$ cat src/rtl/fifo_wr_arbiter.sv
// Round-robin arbiter sharing one FIFO write port between NUM_REQ producers.
// Each grant is a burst of up to MAX_BURST beats, preceded by one arbitration cycle.
module fifo_wr_arbiter #(
    parameter int unsigned NUM_REQ    = 4,
    parameter int unsigned DATA_WIDTH = 8,
    parameter int unsigned MAX_BURST  = 4
) (
    input  logic                          clk,
    input  logic                          rst,
    input  logic [NUM_REQ-1:0]            req,
    input  logic [NUM_REQ*DATA_WIDTH-1:0] req_data,
    output logic [NUM_REQ-1:0]            gnt,
    output logic [$clog2(NUM_REQ)-1:0]    owner,
    output logic                          busy,
    input  logic                          fifo_full,
    output logic                          fifo_wr_en,
    output logic [DATA_WIDTH-1:0]         fifo_wr_data
);

    localparam int unsigned OW = $clog2(NUM_REQ);
    localparam int unsigned BW = $clog2(MAX_BURST) + 1;

    typedef enum logic {
        IDLE  = 1'b0,
        BURST = 1'b1
    } state_t;

    state_t          state;
    logic [BW-1:0]   beat_cnt;
    logic [OW-1:0]   pick;
    logic            found;
    int unsigned     idx;
    logic            own_req;
    logic            accept;
    logic            last_beat;

    // Next owner: first requester after the current owner, wrapping; owner itself is last.
    always_comb begin
        pick  = owner;
        found = 1'b0;
        idx   = 0;
        for (int unsigned k = 1; k <= NUM_REQ; k++) begin
            idx = (32'(owner) + k) % NUM_REQ;
            if (!found && req[OW'(idx)]) begin
                pick  = OW'(idx);
                found = 1'b1;
            end
        end
    end

    // Beat acceptance and write-port drive; state resets async so these clear at once.
    always_comb begin
        own_req      = req[owner];
        accept       = (state == BURST) && own_req && !fifo_full;
        last_beat    = (beat_cnt == BW'(MAX_BURST - 1));
        gnt          = '0;
        fifo_wr_en   = accept;
        fifo_wr_data = '0;
        if (accept) begin
            gnt[owner]   = 1'b1;
            fifo_wr_data = req_data[32'(owner)*DATA_WIDTH +: DATA_WIDTH];
        end
    end

    // Arbitration / burst FSM with registered owner pointer and busy flag.
    always_ff @(posedge clk or negedge rst) begin
        if (!rst) begin
            state    <= IDLE;
            owner    <= OW'(NUM_REQ - 1);
            beat_cnt <= '0;
            busy     <= 1'b0;
        end else begin
            case (state)
                IDLE: begin
                    if (|req) begin
                        owner    <= pick;
                        beat_cnt <= '0;
                        state    <= BURST;
                        busy     <= 1'b1;
                    end
                end
                BURST: begin
                    if (!own_req) begin
                        state <= IDLE;
                        busy  <= 1'b0;
                    end else if (!fifo_full) begin
                        beat_cnt <= beat_cnt + BW'(1);
                        if (last_beat) begin
                            state <= IDLE;
                            busy  <= 1'b0;
                        end
                    end
                end
                default: begin
                    state <= IDLE;
                    busy  <= 1'b0;
                end
            endcase
        end
    end

endmodule
$ cat config.mk
export PLATFORM = sky130hd
export DESIGN_NAME = fifo_wr_arbiter
export DESIGN_NICKNAME = d
export VERILOG_FILES = /design/src/rtl/fifo_wr_arbiter.sv
export SDC_FILE = /design/constraint.sdc
export NUM_CORES = 1
export LEC_CHECK = 0
export CORE_UTILIZATION = 40
export CTS_BUF_LIST = sky130_fd_sc_hd__clkbuf_2
export CTS_CLUSTER_SIZE = 25
export DETAILED_ROUTE_END_ITERATION = 10
export MAX_ROUTING_LAYER = met4
export PLACE_DENSITY = 0.88
export SLEW_MARGIN = 20
export SYNTH_ARGS = -nofsm -noshare
export SYNTH_HDL_FRONTEND = slang
export SYNTH_SLANG_ARGS = --single-unit
$ cat constraint.sdc
create_clock -name clk -period 6 [get_ports clk]
set_clock_uncertainty 0.2 [all_clocks]
set_input_delay 1.2 -clock clk [delete_from_list [all_inputs] [get_ports clk]]
set_output_delay 1.2 -clock clk [all_outputs]
set_load 0.05 [all_outputs]
==> summary by stage, run 1 <==
Synth
The cell type with the largest total area after synthesis is mux4_2. The synthesized design contains 0 enable-type register cells. The average instance in the mapped netlist occupies 10.9 um^2. The most used flip-flop cell after synthesis is dfrtp_1. The sequential cell area fraction in the yosys report is 0.209. The share of the synthesized area in the top cell type is 0.239. The synthesized design contains 7 register bits. The synthesized instance count is 78. The count of unique library cells instantiated by Yosys is 30. After synthesis the cells add up to 848 um^2. The share of synthesized registers carrying an async set or reset is 1.00. By area the synthesized netlist is led by mux4_2, dfrtp_1, mux4_1.

When the netlist entered floorplanning its net count stood at 123. By count the netlist is led by mux4_2, nor2b_1, ha_1, inv_1. The Yosys warning count is 0.

Critical path
The maximum net fanout on the critical path is 15. The required time of the worst setup path is 4.60 ns. Data arrives at the worst endpoint at 3.51 ns. The critical path in this run is classified as input pin to primary output. The largest single stage delay on the critical path is 0.69 ns. By instance count, the cell type seen most on the critical path is clkdlybuf4s50_1. Setup slack on the worst reg-to-reg path comes out at 3.33 ns. The worst-path cell with the longest stage delay is clkdlybuf4s50_1.

Traced cell by cell, the critical path runs through clkdlybuf4s50_1, mux4_2, nand3b_1, buf_4, inv_1, and2_1, clkdlybuf4s50_1. The worst setup path is captured at a primary output. The category of the worst setup path launch point is an input pin.

STA
The setup TNS is 0 ns. The total count of max-transition violations in the final report is 0. Setup repair after global routing left no endpoint under its margin. The post-route clock period utilization is 0.818. The number of setup violations in the final report is 0.

Timing would allow up to 204 MHz. The hold violation total from the final report is 0. The worst hold slack after final layout is 0.306 ns. The final critical path time including I/O delays and setup is 4.91 ns. The slew at the pin closest to its max-slew limit is 0.545 ns. The headroom to the max-slew limit is 0.636.

Routing
The average via count per standard cell is 5.39. The routed length per instance is 14.7 um. The final layout contains routed wiring with a total length of 2340 um. The pre-antenna-repair detailed-routing pass consisted of 4 iterations. The remaining routing DRC violations is 0. The count of nets left with antenna violations after detail routing is 0. The number of DRC markers in iteration 0 is 8. The count of vias placed by the detailed router is 857.

Clock network
The later pin in the worst-skew pair is clocked with a latency of 0.25 ns. The number of buffers added to fix hold violations after cts is 0. Clock-pin slew was measured on the worst setup and hold paths at 0.07 ns. The tree is rooted in a clkbuf_2.

The maximum level of the CTS H-tree is 1. The clock passes through at most 2 buffers. The count of clock tree sinks is 7. Gates resized during post-CTS repair numbered 0. TritonCTS built the clock tree. After clock tree synthesis, the setup repair step added 0 buffers.

Buffers inserted during clock tree synthesis total 3.

GRT
The wire length of the first global-routing pass is 3310 um. In the global route stage, met1 resource usage came out at 0.201. The overflow left after global routing is 0.

The met3 usage is 0.0415. The initial antenna violation count came to 0. The number of global-route vias before repair was 797. For this run, global-route usage on met2 was measured as 0.411. In the global route stage, overall resource usage came out at 0.215. The layer with the highest usage is met2. The largest net degree at the start of global routing is 22.

Floorplan
The die outline area is 2310 um^2. In this run the horizontal extent of the chip is 48.1 um. The core area is 1980 um^2.

The die is 48.1 um tall. The boundary pin count is 55. The floorplan has 16 rows. For this configuration, the core starts out at a cell density of 0.428.

Placed design
After legalization and detailed placement, the total HPWL measured 1850 um. The number of buffer cells added on primary ports is 54. The congestion estimate from routability-driven global placement came to 0.716.

Cells and area
The net count of the finished layout is 178. Compared with the post-synthesis result, the final layout area differs by 67.6%. The number of antenna repair diodes is 0. The sequential cells in the finished layout cover a total of 178 um^2.

In the final layout, the share of cells above drive strength 1 is 0.144. The layout filler cell count is 145. The area of combinational cells with multiple inputs is 619 um^2.

Outcome
The flow ran to the end, and the final reports show no timing, DRC or antenna violations.

Job
The tool flagged a number of max-cap violations equal to 0.

Pwr
The analysis attributes to cell leakage a power of 0.561 nW. The power per cell area is 410 nW/um^2. VDD sags by at most 0.271 mV.

Min path
The path class of the lowest-slack min-delay path is flip-flop to flip-flop.
sequential cells by signal, indices dropped and copies added (netlist names):
register,count
beat_cnt,3
busy,1
owner,2
state,1
per-layer routing:
metal	routed length (um)	share of wire	up-vias
met5	0	0	-
met4	33	0.014	0
met3	221	0.095	4
met2	1190	0.51	44
met1	890	0.38	407
li1	-	-	402
stage by stage:
step / setup WS, ns / cells / power (W) / util / instance area, um^2
2_1_floorplan: 2.08 / 78 / 0.000432 / - / 848
3_3_place_gp: 1.18 / 155 / 0.000537 / 0.707 / 1400
3_5_place_dp: 1.11 / 155 / 0.000549 / 0.707 / 1400
4_1_cts: 1.10 / 159 / 0.000587 / 0.717 / 1420
5_1_grt: 1.02 / 159 / 0.000623 / 0.717 / 1420
6_report: 1.09 / 159 / 0.000583 / 0.717 / 1420
cell usage in the layout (no fill, tap or decap), drive strengths merged, types with 2 or more instances in the layout:
cell	synthesis	routed
o21ai	5	5
and2	4	4
dfstp	2	2
nand3	4	4
nand3b	2	2
clkdlybuf4s50	0	54
nor2b	9	9
mux4	12	12
ha	6	6
clkbuf	2	4
nor2	2	2
a21oi	2	2
dfrtp	5	5
inv	6	6
critical path: cells and delay by family:
kind          cells  cell delay [ns]
mux               1             0.53
buf+inv           4             1.50
simple gates      2             0.27
layout make-up:
cell class / count / area share
well taps: 27 / 0.0238
clock buffers: 4 / 0.0141
multi-input cells: 60 / 0.436
inverters: 6 / 0.0158
flip-flops and latches: 7 / 0.125
repair buffers: 55 / 0.386
final timing paths:
kind                                               from                 endpoint  depth (start not counted)
worst max register to register     owner[0]$_DFFE_PN1P_     owner[1]$_DFFE_PN1P_                          6
worst max-delay path                             req[2]                   gnt[0]                          7
worst min-delay path            beat_cnt[0]$_DFFE_PN0P_  beat_cnt[0]$_DFFE_PN0P_                          1
worst min register to register  beat_cnt[0]$_DFFE_PN0P_  beat_cnt[0]$_DFFE_PN0P_                          1
min in group asynchronous                           rst          state$_DFF_PN0_                          1
max in group asynchronous                           rst     owner[0]$_DFFE_PN1P_                          1
report_power, final:
| group | switching (W) | internal [W] |
|---|---|---|
| Clock | 0.0000191 | 0.0000177 |
| Combinational | 0.000206 | 0.000206 |
| Sequential | 0.0000599 | 0.0000742 |
| Total | 0.000286 | 0.000298 |
cells by family after synthesis:
family,share of synthesized area
AOI/OAI and AO/OA,0.0782
xor gates and xnor gates,0.0103
adders and majority gates,0.0885
buffers and inverters,0.0605
DFF,0.209
muxes,0.357
and+or+nand+nor,0.196
(Power assumes the default switching activity.)
==> run 2: changes to the inputs <==
--- a/config.mk
+++ b/config.mk
@@ -5,12 +5,13 @@
 export SDC_FILE = /design/constraint.sdc
 export NUM_CORES = 1
 export LEC_CHECK = 0
-export CORE_UTILIZATION = 40
+export CORE_ASPECT_RATIO = 1.75
+export CORE_UTILIZATION = 37
 export CTS_BUF_LIST = sky130_fd_sc_hd__clkbuf_2
 export CTS_CLUSTER_SIZE = 25
 export DETAILED_ROUTE_END_ITERATION = 10
 export MAX_ROUTING_LAYER = met4
-export PLACE_DENSITY = 0.88
+export PLACE_DENSITY = 0.82
 export SLEW_MARGIN = 20
 export SYNTH_ARGS = -nofsm -noshare
 export SYNTH_HDL_FRONTEND = slang
==> constraint.sdc (replaced) <==
create_clock -name clk -period 4.7 [get_ports clk]
set_clock_uncertainty 0.2 [all_clocks]
set_input_delay 0.94 -clock clk [delete_from_list [all_inputs] [get_ports clk]]
set_output_delay 0.94 -clock clk [all_outputs]
set_load 0.05 [all_outputs]
==> summary by stage, run 2 (same netlist as run 1, synthesis figures left out) <==
Placed design
The number of buffer cells added on primary ports is 54 (unchanged). The final weighted congestion in routability-driven placement is 0.819 (was 0.716). The detailed-placement wirelength estimate came to 1980 um (was 1850 um).

Critical path
The worst-path cell with the longest stage delay is clkdlybuf4s50_1 (unchanged). The kind of cell adding the most delay to the critical path is buffers and inverters (unchanged). The maximum net fanout on the critical path was 12 (was 15).

Cells traversed along the worst timing path: clkdlybuf4s50_1, mux4_2, nand3b_1, buf_4, nor2b_1, clkdlybuf4s50_1 (was clkdlybuf4s50_1, mux4_2, nand3b_1, buf_4, inv_1, and2_1, clkdlybuf4s50_1). The arrival time at the worst endpoint is 3.14 ns (was 3.51 ns). The type of the setup path with the least slack is input pin to primary output (unchanged). The delay contributed by the slowest stage of the critical path was 0.82 ns (was 0.69 ns). The nature of the critical path endpoint is a primary output (unchanged). The register-to-register path setup slack is 2.02 ns (was 3.33 ns). The required time of the worst setup path is 3.56 ns (was 4.60 ns). The combined buffer and inverter count along the critical path is 3 (was 4). The most frequent cell on the critical path is clkdlybuf4s50_1 (unchanged).

The category of the worst setup path launch point is an input pin (unchanged).

Cells and area
The net count of the finished layout is 178 (unchanged). The layout filler cell count was 188 (was 145). The layout overhead on the synthesized area is 66.8% (was 67.6%).

The number of antenna repair diodes is 0 (unchanged). The most common library cell in the layout ignoring fill and taps is clkdlybuf4s50_1 (unchanged). The flip-flop count of the largest register after layout is 3 (unchanged). The share of cells above drive strength 1 was 0.152 (was 0.144). Registers with the highest flip-flop counts: beat_cnt: 3 flops, owner: 2 flops (unchanged). The final core area utilization is 0.668 (was 0.717). Commonest cells after routing, fill and taps aside: clkdlybuf4s50_1, mux4_2, nor2b_1, inv_1, ha_1 (unchanged). The top register by number of flip-flops is beat_cnt (unchanged).

Clock network
The clock slew at the register clock pins of the worst setup and hold paths is 0.08 ns (was 0.07 ns). The number of post-CTS setup repair buffers was 0 (unchanged). The count of clock tree sinks came to 7 (unchanged). The root cell of the clock tree is clkbuf_2 (unchanged). The clock tree from TritonCTS is built (unchanged). The maximum clock path buffer count is 2 (unchanged).

The clock insertion delay at the later pin of the skew report was 0.23 ns (was 0.25 ns). The total clock buffers created by CTS is 3 (unchanged). The number of buffers added to fix hold violations after cts came to 0 (unchanged).

The maximum level of the CTS H-tree came to 1 (unchanged). The post-cts repair resize count was 0 (unchanged).

STA
Dividing the final minimum period by the clock period gives 0.910. The highest clock frequency the design can meet is 234 MHz. Subtracting the final worst setup slack from the clock period gives 4.28 ns.

The setup TNS came to 0 ns (unchanged). The worst hold slack after final layout is 0.314 ns (was 0.306 ns). The headroom to the max-slew limit came to 0.632 (was 0.636). Unrepaired setup endpoints after global routing: false (unchanged). The total count of max-transition violations in the final report was 0 (unchanged). The slew at the pin closest to its max-slew limit is 0.552 ns (was 0.545 ns). The hold violation total from the final report was 0 (unchanged).

The number of setup violations in the final report was 0 (unchanged).

GRT
The overflow left after global routing came to 0 (unchanged). The global-route total usage across every layer is 0.203 (was 0.215). The number of global-route vias before repair is 840 (was 797). The initial antenna violation count is 0 (unchanged). The wire length of the first global-routing pass came to 3520 um (was 3310 um).

The largest net degree at the start of global routing came to 22 (unchanged).

Routing
The wire length after detailed routing is 2320 um (was 2340 um). The routed length per instance is 14.9 um (was 14.7 um). The number of DRC markers in iteration 0 is 21 (was 8).

The remaining routing DRC violations is 0 (unchanged). The average via count per standard cell is 5.26 (was 5.39). The detailed-router iteration count before antenna repair is 3 (was 4). The count of nets left with antenna violations after detail routing is 0 (unchanged). The count of vias placed by the detailed router came to 820 (was 857).

Job
The max-cap check violation count is 0 (unchanged).

Pwr
The peak ir drop on the vdd network came to 0.273 mV (was 0.271 mV). The power per cell area is 522 nW/um^2 (was 410 nW/um^2). The leakage power of the design came to 0.563 nW (was 0.561 nW).

Floorplan
The starting density of the core was 0.400 (was 0.428). The core area is 2120 um^2 (was 1980 um^2). The die height is 65.3 um (was 48.1 um). The boundary pin count is 55 (unchanged). The number of rows created at floorplan came to 22 (was 16). The die outline area is 2500 um^2 (was 2310 um^2). The die boundary width came to 38.2 um (was 48.1 um).

Min path
The path class of the lowest-slack min-delay path is flip-flop to flip-flop (unchanged).

Outcome
Status: complete, no violations (unchanged).
-- run 2: final timing paths --
kind,from,endpoint,cells after the start
setup reg to reg,owner[0]$_DFFE_PN1P_,owner[1]$_DFFE_PN1P_,6
min in group asynchronous,rst,beat_cnt[2]$_DFFE_PN0P_,1
hold / removal,beat_cnt[0]$_DFFE_PN0P_,beat_cnt[0]$_DFFE_PN0P_,1
max in group asynchronous,rst,owner[0]$_DFFE_PN1P_,1
hold reg to reg,beat_cnt[0]$_DFFE_PN0P_,beat_cnt[0]$_DFFE_PN0P_,1
setup / recovery,req[1],fifo_wr_data[0],6
-- run 2: through the flow --
stage,setup WS [ns],area [um^2],power [W],cells
after floorplan,1.30,848,0.000551,78
after global placement,0.489,1400,0.000684,152
after detailed placement,0.426,1400,0.000699,152
after CTS,0.425,1420,0.000748,156
after global routing,0.272,1420,0.000792,156
final,0.425,1420,0.000739,156
-- run 2: per-layer routing --
layer	routed length, um	vias to the layer above	GRT usage	part of all wire
li1	-	399	-	-
met5	0	-	-	0
met3	29	4	0	0.013
met2	1500	19	0.377	0.64
met4	39	0	0.0938	0.017
met1	754	398	0.208	0.33
-- run 2: final cells by class --
class,instances,area (um^2),area share
clock buffers,4,20.0,0.0141
flip-flops and latches,7,178,0.126
repair buffers,55,546,0.385
well taps,24,30.0,0.0212
inverters,6,22.5,0.0159
multi-input cells,60,619,0.438
-- run 2: power by group --
part           switching (W)   total, W  internal [W]
logic               0.000262   0.000524      0.000262
registers          0.0000750   0.000170     0.0000947
clock network      0.0000230  0.0000456     0.0000226
total               0.000360   0.000739      0.000379
==> run 3: changes to the inputs <==
--- a/config.mk
+++ b/config.mk
@@ -5,6 +5,7 @@
 export SDC_FILE = /design/constraint.sdc
 export NUM_CORES = 1
 export LEC_CHECK = 0
+export CAP_MARGIN = 20
 export CORE_ASPECT_RATIO = 1.75
 export CORE_UTILIZATION = 37
 export CTS_BUF_LIST = sky130_fd_sc_hd__clkbuf_2
==> results of run 3 <==
No change in the layout: final DEF, timing and power equal those of run 2.
